--- src/rtl/xdiv_unsigned.sv ---
// xdiv_unsigned: iterative restoring divider, one quotient bit per clock.
// Fixed latency of BWID_N+1 clocks from the accepting edge, independent of operands.
// A zero divisor takes the same path and raises oDivZero alongside the result.
module xdiv_unsigned #(
  parameter int BWID_N = 16,
  parameter int BWID_D = 16
) (
  input  logic              clk,
  input  logic              rst,
  input  logic              iValid,
  output logic              oReady,
  input  logic [BWID_N-1:0] iN,
  input  logic [BWID_D-1:0] iD,
  output logic              oValid,
  output logic [BWID_N-1:0] oQ,
  output logic [BWID_D-1:0] oR,
  output logic              oDivZero
);

  localparam int CW = $clog2(BWID_N);

  localparam logic [1:0] S_IDLE = 2'd0;
  localparam logic [1:0] S_CALC = 2'd1;
  localparam logic [1:0] S_DONE = 2'd2;

  logic [1:0]        state;
  logic [BWID_N-1:0] dvd;
  logic [BWID_D-1:0] dvs;
  logic [BWID_D:0]   rem;
  logic [CW-1:0]     cnt;
  logic              div_zero;

  logic [BWID_D:0]   shifted;
  logic [BWID_D+1:0] trial;
  logic              borrow;

  // The partial remainder keeps its classic extra top bit, but only the
  // low BWID_D bits feed the next shift; the msb is never needed again.
  logic              unused_rem_msb;
  assign unused_rem_msb = rem[BWID_D];

  assign oReady = (state == S_IDLE);

  // One restoring step: shift in the next dividend bit and try subtracting the divisor.
  always_comb begin
    shifted = {rem[BWID_D-1:0], dvd[BWID_N-1]};
    trial   = {1'b0, shifted} - {2'b00, dvs};
    borrow  = trial[BWID_D+1];
  end

  // Control FSM and working registers; results are registered only when leaving DONE.
  always_ff @(posedge clk) begin
    if (rst) begin
      state    <= S_IDLE;
      dvd      <= '0;
      dvs      <= '0;
      rem      <= '0;
      cnt      <= '0;
      div_zero <= 1'b0;
      oValid   <= 1'b0;
      oQ       <= '0;
      oR       <= '0;
      oDivZero <= 1'b0;
    end else begin
      oValid <= 1'b0;
      case (state)
        S_IDLE: begin
          if (iValid) begin
            dvd      <= iN;
            dvs      <= iD;
            rem      <= '0;
            cnt      <= '0;
            div_zero <= (iD == '0);
            state    <= S_CALC;
          end
        end
        S_CALC: begin
          rem <= borrow ? shifted : trial[BWID_D:0];
          dvd <= {dvd[BWID_N-2:0], ~borrow};
          cnt <= cnt + 1'b1;
          if (cnt == CW'(BWID_N-1)) begin
            state <= S_DONE;
          end
        end
        S_DONE: begin
          oQ       <= dvd;
          oR       <= rem[BWID_D-1:0];
          oDivZero <= div_zero;
          oValid   <= 1'b1;
          state    <= S_IDLE;
        end
        default: begin
          state <= S_IDLE;
        end
      endcase
    end
  end

endmodule

--- config.mk ---
export PLATFORM = sky130hd
export DESIGN_NAME = xdiv_unsigned
export DESIGN_NICKNAME = d
export VERILOG_FILES = /design/src/rtl/xdiv_unsigned.sv
export SDC_FILE = /design/constraint.sdc
export NUM_CORES = 1
export LEC_CHECK = 0
export BUFFER_PORTS_ARGS = -buffer_cell sky130_fd_sc_hd__buf_2
export CORE_MARGIN = 2
export CORE_UTILIZATION = 45
export CTS_BUF_LIST = sky130_fd_sc_hd__clkbuf_8
export DETAILED_ROUTE_END_ITERATION = 8
export GPL_ROUTABILITY_DRIVEN = 0
export HOLD_SLACK_MARGIN = 0.03
export PLACE_DENSITY = 0.65
export SLEW_MARGIN = 20
export SYNTH_ARGS = -nofsm -noshare
export SYNTH_HDL_FRONTEND = slang
export SYNTH_SLANG_ARGS = --single-unit
export TNS_END_PERCENT = 5
--- constraint.sdc ---
create_clock -name clk -period 3.3 [get_ports clk]
set_clock_uncertainty 0.15 [all_clocks]
set_input_delay 0.825 -clock clk [delete_from_list [all_inputs] [get_ports clk]]
set_output_delay 0.825 -clock clk [all_outputs]
set_load 0.01 [all_outputs]
==> run summary <==
outcome: finished clean
Critical Path AT: 2.91 ns
vias in the first global route: 3,522
Hold Crit Class: reg2reg
grt total ovfl: 0
Worst EP required: 3.39 ns
most common cell after layout, fill and taps aside: nand2_1
total nets after synthesis: 586
DIE WIDTH: 99.9 um
Die ar.: 9980 um^2
Nets: 642
Crit Path Class: reg2reg
Seq pwr share: 0.334
post-route minimum period: 2.81 ns
via-per-instance ratio: 5.42
initial antenna violation count: 0
initial core utilization: 0.457
commonest non-fill, non-tap cells in the layout: nand2_1 (121), dfxtp_1 (89), buf_2 (69), a21oi_1 (68), nor2_1 (59)
FILL cells: 886
Initial DRT Pass Iterations: 4
total setup buffers inserted after CTS: 0
core area: 9060 um^2
period utilization: 0.853
TritonCTS buffer count: 9
Diodes inserted: 0
RSZ-0062 raised after global routing: no
Achievable Freq: 355 MHz
max cap viols: 0
CTS root buffer: clkbuf_8
Hold-fix buffers, CTS: 0
Reg clk slew, reported paths: 0.09 ns
I/O Pins: 70
largest net degree at the start of global routing: 50
TritonCTS clock tree: done
Yosys cell types: 48
Post-Synthesis Cells: 533
P_int: 2.28 mW
maximum vdd ir drop: 317 uV
number of synthesized flops with an enable pin: 0
CTS Buffer Depth: 2
Clk Latency, worst-skew pair: 0.36 ns
synth warn: 0
DR WL/cell: 14.4 um
Combinational Power Share: 0.443
Max-slew headroom: 0.329
CTS resizes: 0
Critical Path Start Type: register
worst slew pin tran: 1.00 ns
FF+latch area: 1780 um^2
post-route ant nets: 0
Seq/Total Area, Yosys: 0.430
CTS Sinks: 89
Pins Over Slew Limit: 0
critical path peak fanout: 3
final core utilization: 0.527
layout cells sized above 1: 0.168
Cell Pwr Density: 802 nW/um^2
die height: 99.9 um
number of buffers added on ports: 69
Mean Syn Cell Area: 7.77 um^2
initial DRC count: 145
switching share of power: 0.405
Post-synth ARST share: 0
Fin Setup TNS: 0 ns
final WL: 10,200 um
clock power share: 0.223
gr usage total: 0.209
Layout area overhead: 15.5%
combined area of the multi-input logic cells: 2160 um^2
ys flop type: dfxtp_1
area of the mapped netlist: 4140 um^2
FP Rows: 35
Final Hold Viols: 0
first-pass GRT wire length: 16,800 um
CTS H-tree depth: 3
sw power: 1.55 mW
leakage power: 2.01 nW
final setup fails: 0
vias: 3,823
Detailed Place HPWL: 7380 um
Residual DRC: 0
CP Capture Type: register
#FFs+latches synth: 89
-- sequential cells by signal (all words and copies together), names as in the netlist --
register  flops
rem          16
oR           16
div_zero      1
oValid        1
dvd          16
oDivZero      1
dvs          16
state         2
oQ           16
cnt           4
-- synth_stat cells, types with 2 or more instances --
library cell | count | area share
a211oi_1 | 4 | 0.0073
a21o_1 | 9 | 0.016
a21oi_1 | 68 | 0.082
a22oi_1 | 3 | 0.0054
a31oi_1 | 4 | 0.0060
a32oi_1 | 6 | 0.013
buf_2 | 2 | 0.0024
clkbuf_1 | 28 | 0.025
dfxtp_1 | 89 | 0.43
ha_1 | 17 | 0.051
inv_1 | 20 | 0.018
mux2i_1 | 3 | 0.0073
nand2_1 | 121 | 0.11
nand2b_1 | 4 | 0.0060
nand3_1 | 8 | 0.0097
nand4_1 | 3 | 0.0045
nor2_1 | 59 | 0.053
nor2b_1 | 3 | 0.0045
nor3_1 | 5 | 0.0060
nor4_1 | 16 | 0.024
o21a_1 | 4 | 0.0073
o21ai_0 | 5 | 0.0060
o21ai_1 | 19 | 0.023
o21bai_1 | 2 | 0.0036
xnor2_1 | 4 | 0.0085
xor2_1 | 5 | 0.011
-- layer usage --
layer,vias up,global-route usage,share of wire,wire length [um]
li1,1945,-,-,-
met1,1759,0.285,0.48,4830
met2,99,0.332,0.45,4620
met3,20,0.0425,0.045,454
met4,0,0.0738,0.025,253
met5,-,0,0,0
-- path summary, 6_finish.rpt --
check / startpoint / endpoint / slack, ns / cells past startpoint
hold reg to reg: oR[7]$_SDFFE_PP0P_ / oR[7]$_SDFFE_PP0P_ / 0.30 / 2
hold / removal: oR[7]$_SDFFE_PP0P_ / oR[7]$_SDFFE_PP0P_ / 0.30 / 2
setup / recovery: dvd[15]$_SDFFE_PP0P_ / rem[14]$_SDFFE_PP0P_ / 0.49 / 11
setup reg to reg: dvd[15]$_SDFFE_PP0P_ / rem[14]$_SDFFE_PP0P_ / 0.49 / 11
-- area by class of cell --
type | count | share of cell area
repair buffers | 76 | 0.0832
well taps | 111 | 0.0290
inverters | 20 | 0.0157
multi-input cells | 393 | 0.452
flip-flops and latches | 89 | 0.373
clock buffers | 9 | 0.0259
clock inverters | 7 | 0.0217
-- logic make-up (layout without fill, tap and decap cells) --
kind of cell | Yosys count | in the layout | synth area share
fa+ha+maj | 18 | 18 | 0.0562
simple gates | 225 | 225 | 0.231
xor+xnor | 9 | 9 | 0.0190
buf+inv | 51 | 112 | 0.0487
flops | 89 | 89 | 0.430
mux | 4 | 4 | 0.00997
compound gates | 137 | 137 | 0.205
-- stage by stage --
step	setup slack [ns]	std cells	power, mW	area (um^2)	hold slack, ns
finish	0.486	705	3.83	4780	0.303
floorplan	0.772	533	2.62	4140	0.282
global route	0.198	705	4.07	4780	0.323
CTS	0.487	705	3.83	4780	0.307
detailed placement	0.497	689	2.96	4550	0.294
global placement	0.576	689	2.94	4550	0.290
-- power groups by stage --
stage	clock (mW)	combinational [mW]	sequential [mW]
after detailed placement	0	1.66	1.30
after global routing	0.917	1.87	1.29
final	0.853	1.70	1.28
after CTS	0.878	1.67	1.28
after global placement	0	1.64	1.30
after floorplan	0	1.37	1.26
-- critical path, stage by stage, from the launching register on --
cell and delay, ns:
dfxtp_1 0.33, inv_1 0.07, ha_1 0.16, inv_1 0.05, fa_1 0.41, a211oi_1 0.38, o21bai_1 0.18, a311oi_1 0.46
o21ai_1 0.15, xor2_1 0.16, mux2i_1 0.13, o21ai_1 0.07
Power figures use the tool's default switching activity.
